<file path="src/rtl/serial_adder32_pkg.sv">
// Shared types and constants for the nibble-serial 32-bit adder.
package serial_adder32_pkg;
  localparam int WIDTH_D = 32;
  localparam int NIBBLES = WIDTH_D / 4;

  typedef enum logic [1:0] {
    S_IDLE = 2'd0,
    S_RUN  = 2'd1,
    S_DONE = 2'd2
  } state_e;
endpackage

</file>
<file path="src/rtl/serial_adder32_adder4.sv">
// 4-bit carry-lookahead slice; C3 is the carry into bit 3
// so the caller can derive signed overflow.
module Adder4 (
  input  logic [3:0] A,
  input  logic [3:0] B,
  input  logic       C0,
  output logic [3:0] S,
  output logic       C4,
  output logic       C3
);
  logic [3:0] w_g;
  logic [3:0] w_p;
  logic [4:0] w_c;

  assign w_g    = A & B;
  assign w_p    = A ^ B;
  assign w_c[0] = C0;
  assign w_c[1] = w_g[0]
                | (w_p[0] & C0);
  assign w_c[2] = w_g[1]
                | (w_p[1] & w_g[0])
                | (w_p[1] & w_p[0] & C0);
  assign w_c[3] = w_g[2]
                | (w_p[2] & w_g[1])
                | (w_p[2] & w_p[1] & w_g[0])
                | (w_p[2] & w_p[1] & w_p[0] & C0);
  assign w_c[4] = w_g[3]
                | (w_p[3] & w_g[2])
                | (w_p[3] & w_p[2] & w_g[1])
                | (w_p[3] & w_p[2] & w_p[1] & w_g[0])
                | (w_p[3] & w_p[2] & w_p[1] & w_p[0] & C0);

  assign S  = w_p ^ w_c[3:0];
  assign C4 = w_c[4];
  assign C3 = w_c[3];
endmodule

</file>
<file path="src/rtl/serial_adder32.sv">
// Nibble-serial add/subtract: one 4-bit CLA slice reused
// for WIDTH/4 cycles, valid/ready on both sides.
module serial_adder32
  import serial_adder32_pkg::*;
#(
  parameter int WIDTH = WIDTH_D
) (
  input  logic             clk,
  input  logic             rst,
  input  logic             in_valid,
  output logic             in_ready,
  input  logic [WIDTH-1:0] a,
  input  logic [WIDTH-1:0] b,
  input  logic             sub,
  output logic             out_valid,
  input  logic             out_ready,
  output logic [WIDTH-1:0] sum,
  output logic             carry,
  output logic             overflow,
  output logic             zero
);
  localparam int NIB = WIDTH / 4;
  localparam int KW  = (NIB > 1) ? $clog2(NIB) : 1;

  state_e           r_state;
  state_e           w_nstate;
  logic [KW-1:0]    r_k;
  logic [WIDTH-1:0] r_a;
  logic [WIDTH-1:0] r_b;
  logic             r_cin;
  logic [WIDTH-1:0] r_sum;
  logic             r_carry;
  logic             r_ovf;
  logic             r_zero;

  logic [3:0]       w_an;
  logic [3:0]       w_bn;
  logic [3:0]       w_s;
  logic             w_c4;
  logic             w_c3;
  logic             w_last;
  logic [WIDTH-1:0] w_sum_nx;

  assign w_an   = r_a[4*r_k +: 4];
  assign w_bn   = r_b[4*r_k +: 4];
  assign w_last = (r_k == KW'(NIB - 1));

  Adder4 u_add (
    .A  (w_an),
    .B  (w_bn),
    .C0 (r_cin),
    .S  (w_s),
    .C4 (w_c4),
    .C3 (w_c3)
  );

  // Sum with the current nibble merged in, so zero sees the final value
  always_comb begin
    w_sum_nx = r_sum;
    w_sum_nx[4*r_k +: 4] = w_s;
  end

  always_ff @(posedge clk) begin
    if (rst) r_state <= S_IDLE;
    else     r_state <= w_nstate;
  end

  always_comb begin
    w_nstate = r_state;
    unique case (r_state)
      S_IDLE:  if (in_valid)  w_nstate = S_RUN;
      S_RUN:   if (w_last)    w_nstate = S_DONE;
      S_DONE:  if (out_ready) w_nstate = S_IDLE;
      default: w_nstate = S_IDLE;
    endcase
  end

  always_ff @(posedge clk) begin
    if (rst) begin
      r_k     <= '0;
      r_a     <= '0;
      r_b     <= '0;
      r_cin   <= 1'b0;
      r_sum   <= '0;
      r_carry <= 1'b0;
      r_ovf   <= 1'b0;
      r_zero  <= 1'b0;
    end else begin
      unique case (r_state)
        S_IDLE: begin
          if (in_valid) begin
            r_a   <= a;
            r_b   <= sub ? ~b : b;
            r_cin <= sub;
            r_k   <= '0;
          end
        end
        S_RUN: begin
          r_sum <= w_sum_nx;
          r_cin <= w_c4;
          if (w_last) begin
            r_carry <= w_c4;
            r_ovf   <= w_c4 ^ w_c3;
            r_zero  <= (w_sum_nx == '0);
          end else begin
            r_k <= r_k + 1'b1;
          end
        end
        default: ;
      endcase
    end
  end

  assign in_ready  = (r_state == S_IDLE);
  assign out_valid = (r_state == S_DONE);
  assign sum       = r_sum;
  assign carry     = r_carry;
  assign overflow  = r_ovf;
  assign zero      = r_zero;
endmodule

</file>
<file path="config.mk">
export PLATFORM = sky130hd
export DESIGN_NAME = serial_adder32
export DESIGN_NICKNAME = d
export VERILOG_FILES = /design/src/rtl/serial_adder32_pkg.sv /design/src/rtl/serial_adder32_adder4.sv /design/src/rtl/serial_adder32.sv
export SDC_FILE = /design/constraint.sdc
export NUM_CORES = 1
export LEC_CHECK = 0
export CAP_MARGIN = 20
export CORE_MARGIN = 10
export CORE_UTILIZATION = 57
export CTS_BUF_LIST = sky130_fd_sc_hd__clkbuf_4 sky130_fd_sc_hd__clkbuf_8
export DETAILED_ROUTE_END_ITERATION = 6
export MAX_ROUTING_LAYER = met4
export PLACE_DENSITY = 0.87
export RECOVER_POWER = 25
export SLEW_MARGIN = 0
export SYNTH_ARGS = -nofsm -noshare
export SYNTH_HDL_FRONTEND = slang
export SYNTH_SLANG_ARGS = --single-unit
export TNS_END_PERCENT = 1
</file>
<file path="constraint.sdc">
create_clock -name clk -period 8.32 [get_ports clk]
set_input_delay 0.832 -clock clk [delete_from_list [all_inputs] [get_ports clk]]
set_output_delay 0.832 -clock clk [all_outputs]
set_load 0.05 [all_outputs]
</file>
-- Word-level counts from Yosys, hierarchy flattened
Cells that the tools add are included.
- $add $sub $neg: 2
- equality and inequality tests: 7
- shift operators: 4
- mux-type cells: 11
- bitwise gates (word level): 31
- reduce and logical (&&, ||, !) cells: 8
- operator list (kind ; number):
    $shiftx A32 B6 Y4 ; 2
    $neg A5 Y34 ; 1
    $shift A4 B34 Y32 const A ; 1
    $shiftx A4 B34 Y32 ; 1
    $bwmux W32 ; 1
    $logic_not A32 Y1 ; 1
    $mux W32 ; 1
    $not A32 Y32 ; 1
    $and A1 B1 Y1 ; 16
    $or A1 B1 Y1 ; 10
    $xor A4 B4 Y4 ; 2
    $mux W2 ; 3
    $mux W3 ; 2
    $ne A2 B2 Y1 const B ; 3
    $pmux W2 S3 ; 1
    $pmux W3 S2 ; 1
    $reduce_and A2 Y1 ; 3
    $reduce_and A3 Y1 ; 2
    $and A4 B4 Y4 ; 1
    $add A3 B1 Y3 const B ; 1
    $eq A3 B3 Y1 const B ; 1
    $eq A2 B1 Y1 const B ; 1
    $eq A2 B2 Y1 const B ; 1
    $logic_not A2 Y1 ; 1
    other kinds (5) ; 5
- bits in registers: 105
- logic and storage cells: 72

-- Longest topological paths before layout
Gate-level depths: netlist of the first run.
- word-level depth: 10
- mapped depth: 13
- gate-level depth less buffers: 10

-- Cells and area by module
From an unflattened synthesis of the first run, not the netlist that was laid out.
- cells, all modules: 581
- area, all modules: 5165.0 µm²
- modules (own cells, without submodules) (module ; instances ; cells an instance ; area an instance (µm²)):
    serial_adder32 ; 1 ; 563 ; 5009.8
    Adder4 ; 1 ; 18 ; 155.1

-- Least setup slack after synthesis of the first run
OpenSTA, ideal clock, no wires.
- path type: register to register
- start point: register r_k[0]
- end point: register r_zero (netlist: zero)
- library setup time: 84 ps
- arrival: 3286 ps
- data required time: 8236 ps
- setup slack: 4950 ps
- cell stages (with the launch flop): 13
- buffers on the path: 2
- period minus slack after synthesis: 3370 ps
- cells stage by stage: dfxtp_1 clkbuf_1 clkbuf_1 mux4_2 nand2_1 nand2_1 fa_1 xnor2_1 nor2_1 o21ai_0 and4_1 nand4b_1 o31ai_2
- cells in the longest elaborated chain, start to end: 10
- elaborated cells on any way between the ends: 27
- those cells by class: 1 x add/sub; 1 x eq/ne; 4 x shift; 1 x mux; 18 x bitwise; 2 x reduce/logical
- RTL lines (element ; RTL line ; text):
    start: declaration ; serial_adder32.sv:27 ; logic [KW-1:0] r_k;
    start signal: assignment ; serial_adder32.sv:106 ; r_k <= r_k + 1'b1;
    $shiftx A32 B6 Y4 (on tied branches) ; serial_adder32.sv:44, serial_adder32.sv:45 ;
    $xor A4 B4 Y4 / $and A4 B4 Y4 (equally long branches) ; serial_adder32_adder4.sv:16, serial_adder32_adder4.sv:15 ;
    $and A1 B1 Y1 (on tied branches) ; serial_adder32_adder4.sv:24, serial_adder32_adder4.sv:25, serial_adder32_adder4.sv:26 ;
    $or A1 B1 Y1 (tied with other cells) ; serial_adder32_adder4.sv:24 ; | (w_p[2] & w_g[1])
    $or A1 B1 Y1 / $and A1 B1 Y1 (equally long branches) ; serial_adder32_adder4.sv:25, serial_adder32_adder4.sv:26 ;
    $or A1 B1 Y1 ; serial_adder32_adder4.sv:26 ; | (w_p[2] & w_p[1] & w_p[0] & C0);
    $xor A4 B4 Y4 ; serial_adder32_adder4.sv:33 ; assign S = w_p ^ w_c[3:0];
    $shiftx A4 B34 Y32 ; serial_adder32.sv:60 ; w_sum_nx[4*r_k +: 4] = w_s;
    $bwmux W32 ; serial_adder32.sv:60 ;
    $logic_not A32 Y1 ; serial_adder32.sv:104 ; r_zero <= (w_sum_nx == '0);
    end signal: assignment ; serial_adder32.sv:104 ;
    end: declaration ; serial_adder32.sv:34 ; logic r_zero;
Several ways; a longest one is shown, not always the timed one.
A chain may end at the register's enable or synchronous reset.

-- Worst setup path after layout of the first run
Ends and elaborated chain as after synthesis.

==> results of run 1 <==
[cells in the mapped netlist, types with 2 or more instances]
| cell type | instances | area, sq um |
|---|---|---|
| clkbuf_1 | 37 | 138.9 |
| nand2b_1 | 3 | 18.77 |
| nand3b_1 | 4 | 30.03 |
| mux4_2 | 16 | 360.4 |
| buf_1 | 5 | 18.77 |
| xnor2_1 | 35 | 306.5 |
| buf_2 | 2 | 10.01 |
| nor2_1 | 87 | 326.6 |
| ha_1 | 12 | 150.1 |
| nor3_1 | 16 | 80.08 |
| and2_1 | 3 | 18.77 |
| a21oi_1 | 59 | 295.3 |
| nand4_1 | 2 | 12.51 |
| or3_1 | 3 | 18.77 |
| nor2b_1 | 3 | 18.77 |
| inv_1 | 7 | 26.28 |
| and3_1 | 3 | 18.77 |
| nor4_1 | 4 | 25.02 |
| nand2_1 | 113 | 424.2 |
| a21o_1 | 4 | 30.03 |
| o22ai_1 | 2 | 12.51 |
| mux2i_1 | 10 | 100.1 |
| a22oi_1 | 5 | 37.54 |
| a211oi_1 | 37 | 277.8 |
| nand3_1 | 13 | 65.06 |
| nor3b_1 | 2 | 15.01 |
| o21ai_0 | 14 | 70.07 |
| dfxtp_1 | 105 | 2102 |
[state kept, by name, indices dropped and copies added (netlist names)]
name and cells:
r_a 32, r_b 32, sum 32, r_k 3
r_state 2, carry 1, overflow 1, r_cin 1
zero 1
[metrics by stage]
stage          instance area, sq um  std cells  worst slack [ns]  utilization  total power, mW
2_1_floorplan                  5205        627             4.950            -           0.6901
3_3_place_gp                   6233        798             4.799       0.7079           0.7567
3_5_place_dp                   6233        798             4.661       0.7079           0.7637
4_1_cts                        6432        814             4.626       0.7305            1.073
5_1_grt                        6431        814             3.643       0.7303            1.115
6_report                       6431        814             4.080       0.7303            1.068
[logic make-up (layout without fill, tap and decap cells)]
| logic type | Yosys count | after routing | synth area share |
|---|---|---|---|
| AOI/OAI and AO/OA | 133 | 133 | 0.1603 |
| adders and majority gates | 13 | 13 | 0.03269 |
| muxes | 26 | 26 | 0.08846 |
| xor gates and xnor gates | 36 | 36 | 0.06058 |
| and+or+nand+nor | 262 | 262 | 0.2161 |
| buffers and inverters | 52 | 131 | 0.03798 |
| DFF | 105 | 105 | 0.4038 |
[routing by layer]
layer / wire [um] / track usage / vias to the layer above / share of wire
li1: - / - / 2321 / -
met1: 5847 / 0.2456 / 2187 / 0.42
met3: 811 / 0.03773 / 27 / 0.058
met5: 0 / - / - / 0
met4: 297 / 0.08699 / 0 / 0.021
met2: 6982 / 0.3661 / 169 / 0.50
[worst paths after layout]
| path | startpoint | end | slack [ns] |
|---|---|---|---|
| worst min register to register | r_a[16]$_SDFFE_PP0P_ | r_a[16]$_SDFFE_PP0P_ | 0.46 |
| worst min-delay path | r_a[16]$_SDFFE_PP0P_ | r_a[16]$_SDFFE_PP0P_ | 0.46 |
| worst max-delay path | r_k[0]$_SDFFE_PP0P_ | zero$_SDFFE_PP0P_ | 4.08 |
| worst max register to register | r_k[0]$_SDFFE_PP0P_ | zero$_SDFFE_PP0P_ | 4.08 |
[cell type report]
cell class,instances,area (sq um)
clock buffers,10,137.6
clock inverters,6,61.31
fillers,684,2375
inverters,8,30.03
multi-input cells,470,2907
flip-flops and latches,105,2102
well taps,108,135.1
repair buffers,107,1059
[layout by cell type (no fill, tap or decap), drive strengths merged, types with 2 or more instances in the layout]
cell type	instances
a211oi	37
a21o	4
a21oi	60
a22oi	5
and2	3
and3	3
buf	4
clkbuf	10
clkdlybuf4s50	101
clkinv	4
dfxtp	105
dlygate4sd3	2
ha	12
inv	9
mux2i	10
mux4	16
nand2	113
nand2b	3
nand3	13
nand3b	4
nand4	2
nor2	87
nor2b	3
nor3	16
nor3b	2
nor4	4
o21ai	14
o22ai	2
o31ai	2
or3	3
xnor2	35
[critical path: stages, from the launching register on]
cell and delay, ns:
dfxtp_1 1.41, mux4_2 0.63, nand2_1 0.08, nand2_1 0.15, fa_1 0.46, xnor2_1 0.57, nor2_1 0.12, o21ai_0 0.20
and4_1 0.22, nand4b_1 0.11, o31ai_2 0.20
[power groups by stage]
stage / Combinational, mW / Sequential, mW / Clock (mW)
2_1_floorplan: 0.135 / 0.555 / 0
3_3_place_gp: 0.200 / 0.556 / 0
3_5_place_dp: 0.206 / 0.558 / 0
4_1_cts: 0.207 / 0.546 / 0.320
5_1_grt: 0.226 / 0.550 / 0.339
6_report: 0.207 / 0.546 / 0.315
==> flow_summary_export.csv, run 1 <==
group,metric,value,unit
timing,timing.fmax,235.9,MHz
worst_setup_path,crit_type,"flip-flop to flip-flop",
timing,fin_crit_sh,0.5096,
synth,syn_nets,709,
global_routing,grtUsageTotal,0.2150,
worst_setup_path,crit_required,8.61,ns
global_routing,antenna_found_initial,0,
drt,drtPass1Iterations,5,
floorplan,rows,34,
timing,rsz0062_at_grt,"false",
drt,drcViolationCount,0,
floorplan,core_area,8806,sq um
clock_tree,cts_tree,"done",
synth,syn_avg_cell_area,8.301,sq um
worst_setup_path,reg2reg_depth,10,
hold_path,hp-class,"flip-flop to flip-flop",
clock_tree,clock_latency,0.38,ns
pwr,clock_power_share,0.295,
worst_setup_path,startpoint_type,"flip-flop",
timing,finalMaxSlewViolations,34,
clock_tree,cts_sinks,105,
drt,num_vias,4704,
place,finalWeightedCongestion,0.8941,
floorplan,start_util,0.5911,
clock_tree,cts-root-buf,"clkbuf_8",
place,detailed_place_hpwl,10.26,mm
worst_setup_path,worst_ep_arrival_time,4.53,ns
synth,synthCells,627,
pwr,comb_power_share,0.194,
synth,synth_edf_count,0,
floorplan,io_pins,106,
timing,tns,0,ns
pwr,power_density,166.0,nW/um^2
drt,drtIter0Drc,343,
clock_tree,cts_max_path_buffers,2,
pwr,power_leakage,2.343,nW
synth,syn-cell-area,5205,sq um
timing,hold_violations,0,
global_routing,grt_pass1_wl,22.57,mm
timing,clock_skew,0.01260,ns
clock_tree,path_clk_slew,0.11,ns
timing,finalSetupViolCount,0,
timing,hold_slack,0.4610,ns
hold_path,hold_depth,2,
synth,synth_seq_area_share,0.4038,
clock_tree,htreeDepth,3,
final_layout,nets,783,
final_layout,diodes,0,
place,io_buffers,105,
clock_tree,cts_buffers,9,
drt,vias_per_cell,5.779,
status,outcome,"finished with violations",
clock_tree,ctsResizeCount,0,
worst_setup_path,path_max_fanout,33,
synth,netlist-cell-type-count,49,
pwr,p_sw,0.3224,mW
synth,async_reset_ff_frac,0,
timing,worst-slew-pin-transition,1.600,ns
timing,max_slew_margin,-0.06811,
final_layout,drive_gt1_frac,0.05666,
global_routing,grt_pass1_vias,4668,
clock_tree,post_cts_buffers,0,
drt,routedWlPerCell,17.12,um
drt,wl,13.94,mm
floorplan,die_w,115.6,um
synth,synth-seq-cells,105,
timing,period_needed,4.240,ns
global_routing,grt_max_degree,107,
synth,ys_warn_count,0,
pwr,peakVddDrop,0.09881,mV
synth,ys.flop_type,"dfxtp_1",
drt,drtAntennaViolNets,0,
global_routing,grt_overflow_total,0,
status,violations,"capacitance limit, slew limit",
floorplan,dieHeight,115.6,um
pwr,sw_frac_of_total,0.3019,
clock_tree,ctsHoldBuffers,0,
worst_setup_path,cp-end-kind,"flip-flop",
pwr,p_seq_frac,0.512,
pwr,p_int,0.7453,mW
final_layout,areaGrowthSynthToFinish,23.56,%
floorplan,dieArea,13350,sq um
job,drv_cap,1,
No activity file was read; power rests on OpenSTA's default activity.
==> run 2, diff against run 1 <==
Settings changed: CORE_UTILIZATION 57 to 53, PLACE_DENSITY 0.87 to 0.82.
Clock period 8.32 ns to 4.04 ns, I/O delays scaled along.
==> run 2 against run 1 <==
Effect of this change:
- the flow still finishes with violations (capacitance limit, slew limit)
- critical endpoint is now sum[11]$_SDFFE_PP0P_
- die area up 6.2%
- flip-flop and latch count stayed put
- hold slack better by 0.0041 ns
- largest power group unchanged
- largest cell class unchanged
- critical path type unchanged
==> flow_summary_export.csv, run 2 (synthesized netlist as in run 1, its figures left out) <==
group,metric,value,unit
global_routing,grtUsageTotal,0.1977,
status,violations,"capacitance limit, slew limit",
worst_setup_path,cp-end-kind,"flip-flop",
global_routing,grt_pass1_wl,22.70,mm
final_layout,nets,791,
clock_tree,post_cts_buffers,0,
drt,drtIter0Drc,352,
drt,drtAntennaViolNets,0,
timing,finalMaxSlewViolations,100,
place,io_buffers,105,
global_routing,grt-busiest-layer,"met2",
clock_tree,cts_tree,"done",
status,outcome,"finished with violations",
place,finalWeightedCongestion,0.9135,
worst_setup_path,cp_top_family,"compound AO/OA/AOI/OAI gates",
floorplan,core_area,9684,sq um
worst_setup_path,crit_type,"flip-flop to flip-flop",
timing,worst-slew-pin-transition,2.026,ns
timing,hold_violations,0,
final_layout,fillers,797,
job,drv_cap,2,
worst_setup_path,max_stage_delay,0.75,ns
worst_setup_path,worst_ep_arrival_time,3.73,ns
place,dp_slack,0.6197,ns
final_layout,areaGrowthSynthToFinish,25.26,%
drt,wl,14.17,mm
timing,timing.fmax,290.2,MHz
worst_setup_path,startpoint_type,"flip-flop",
drt,num_vias,4701,
clock_tree,cts_buffers,9,
clock_tree,clock_latency,0.37,ns
timing,max_slew_margin,-0.3505,
worst_setup_path,rr_startpoint,"r_k[0]$_SDFFE_PP0P_",
floorplan,start_util,0.5375,
clock_tree,cts_sinks,105,
clock_tree,htreeDepth,3,
floorplan,die_w,119.1,um
global_routing,grt_use_met2,0.3064,
worst_setup_path,cpMaxStageDelayCell,"dfxtp_2",
timing,rsz0062_at_grt,"false",
timing,fin_crit_sh,0.8529,
timing,fin_ws,0.5945,ns
final_layout,final_cell_mix,"nand2_1, dfxtp_1, clkdlybuf4s50_1, nor2_1, a21oi_1",
drt,vias_per_cell,5.563,
global_routing,grt_overflow_total,0,
hold_path,hp-class,"flip-flop to flip-flop",
timing,finalSetupViolCount,0,
hold_path,min_to,"r_a[11]$_SDFFE_PP0P_",
timing,period_needed,3.446,ns
worst_setup_path,r2r_setup_slack,0.59,ns
worst_setup_path,reg2reg_depth,10,
floorplan,io_pins,106,
hold_path,hold_depth,2,
floorplan,dieArea,14180,sq um
worst_setup_path,path_max_fanout,20,
clock_tree,ctsHoldBuffers,0,
timing,clock_skew,0.01151,ns
clock_tree,ctsResizeCount,0,
global_routing,antenna_found_initial,0,
pwr,power_density,339.6,nW/um^2
clock_tree,path_clk_slew,0.10,ns
worst_setup_path,crit_required,4.32,ns
global_routing,use_met1,0.2507,
floorplan,rows,36,
final_layout,diodes,0,
drt,routedWlPerCell,16.76,um
final_layout,drive_gt1_frac,0.06320,
place,detailed_place_hpwl,10.57,mm
worst_setup_path,reg2reg_to,"sum[11]$_SDFFE_PP0P_",
hold_path,hp-start,"r_a[11]$_SDFFE_PP0P_",
pwr,power_leakage,2.370,nW
worst_setup_path,path_cells,"mux4_2 > nand2_1 > nand2_1 > ha_1 > a21o_1 > a21o_1 > a21oi_1 > xnor2_1 > nand3_1 > a21oi_1",
floorplan,dieHeight,119.1,um
global_routing,grt_max_degree,106,
final_layout,final_common_cell,"nand2_1",
global_routing,grt_util_met3,0.04535,
worst_setup_path,critPathBufInv,0,
clock_tree,cts_max_path_buffers,2,
drt,drtPass1Iterations,5,
global_routing,grt_pass1_vias,4547,
pwr,peakVddDrop,0.2393,mV
timing,tns,0,ns
drt,drcViolationCount,0,
clock_tree,cts-root-buf,"clkbuf_8",
final_layout,post-route-util,0.6733,
==> run 2: through the flow <==
step           total power, mW  instance area [sq um]  hold WS [ns]  cells
2_1_floorplan            1.421                   5205        0.4331    627
3_3_place_gp             1.573                   6315        0.4420    830
3_5_place_dp             1.587                   6315        0.4524    830
4_1_cts                  2.214                   6500        0.4661    844
5_1_grt                  2.307                   6520        0.4876    845
6_report                 2.214                   6520        0.4651    845
==> run 2: worst max path at each step <==
| stage | start | end | slack, ns | cells past startpoint |
|---|---|---|---|---|
| 4_1_cts | r_k[0]$_SDFFE_PP0P_ | sum[7]$_SDFFE_PP0P_ | 0.59 | 10 |
| 3_3_place_gp | r_k[0]$_SDFFE_PP0P_ | sum[15]$_SDFFE_PP0P_ | 0.72 | 10 |
| 3_5_place_dp | r_k[0]$_SDFFE_PP0P_ | sum[7]$_SDFFE_PP0P_ | 0.62 | 10 |
| 2_1_floorplan | r_k[0]$_SDFFE_PP0P_ | zero$_SDFFE_PP0P_ | 0.67 | 12 |
| 6_report | r_k[0]$_SDFFE_PP0P_ | sum[11]$_SDFFE_PP0P_ | 0.59 | 10 |
| 5_1_grt | r_k[0]$_SDFFE_PP0P_ | sum[7]$_SDFFE_PP0P_ | 0.30 | 10 |
==> run 2: power by group <==
group / total (mW) / switching [mW] / internal, mW
Clock: 0.643 / 0.353 / 0.289
Sequential: 1.13 / 0.0397 / 1.09
Combinational: 0.445 / 0.238 / 0.207
Total: 2.21 / 0.631 / 1.58
==> run 2: routing by layer <==
metal	up-vias	routed length (um)
li1	2339	-
met1	2182	6493
met2	159	6654
met3	21	766
met4	0	252
met5	-	0
==> run 2: cell type report <==
type / count / area (sq um) / share of cell area
clock inverters: 4 / 53.80 / 0.008252
flip-flops and latches: 105 / 2103 / 0.3226
clock buffers: 10 / 131.4 / 0.02015
multi-input cells: 470 / 2907 / 0.4458
inverters: 8 / 30.03 / 0.004606
well taps: 133 / 166.4 / 0.02552
repair buffers: 115 / 1129 / 0.1731
==> run 2: tightest hold or removal path, cell delays in order, from the launching register on <==
cell and delay (ns):
dfxtp_1 0.32, nand2_1 0.05, a21oi_1 0.05
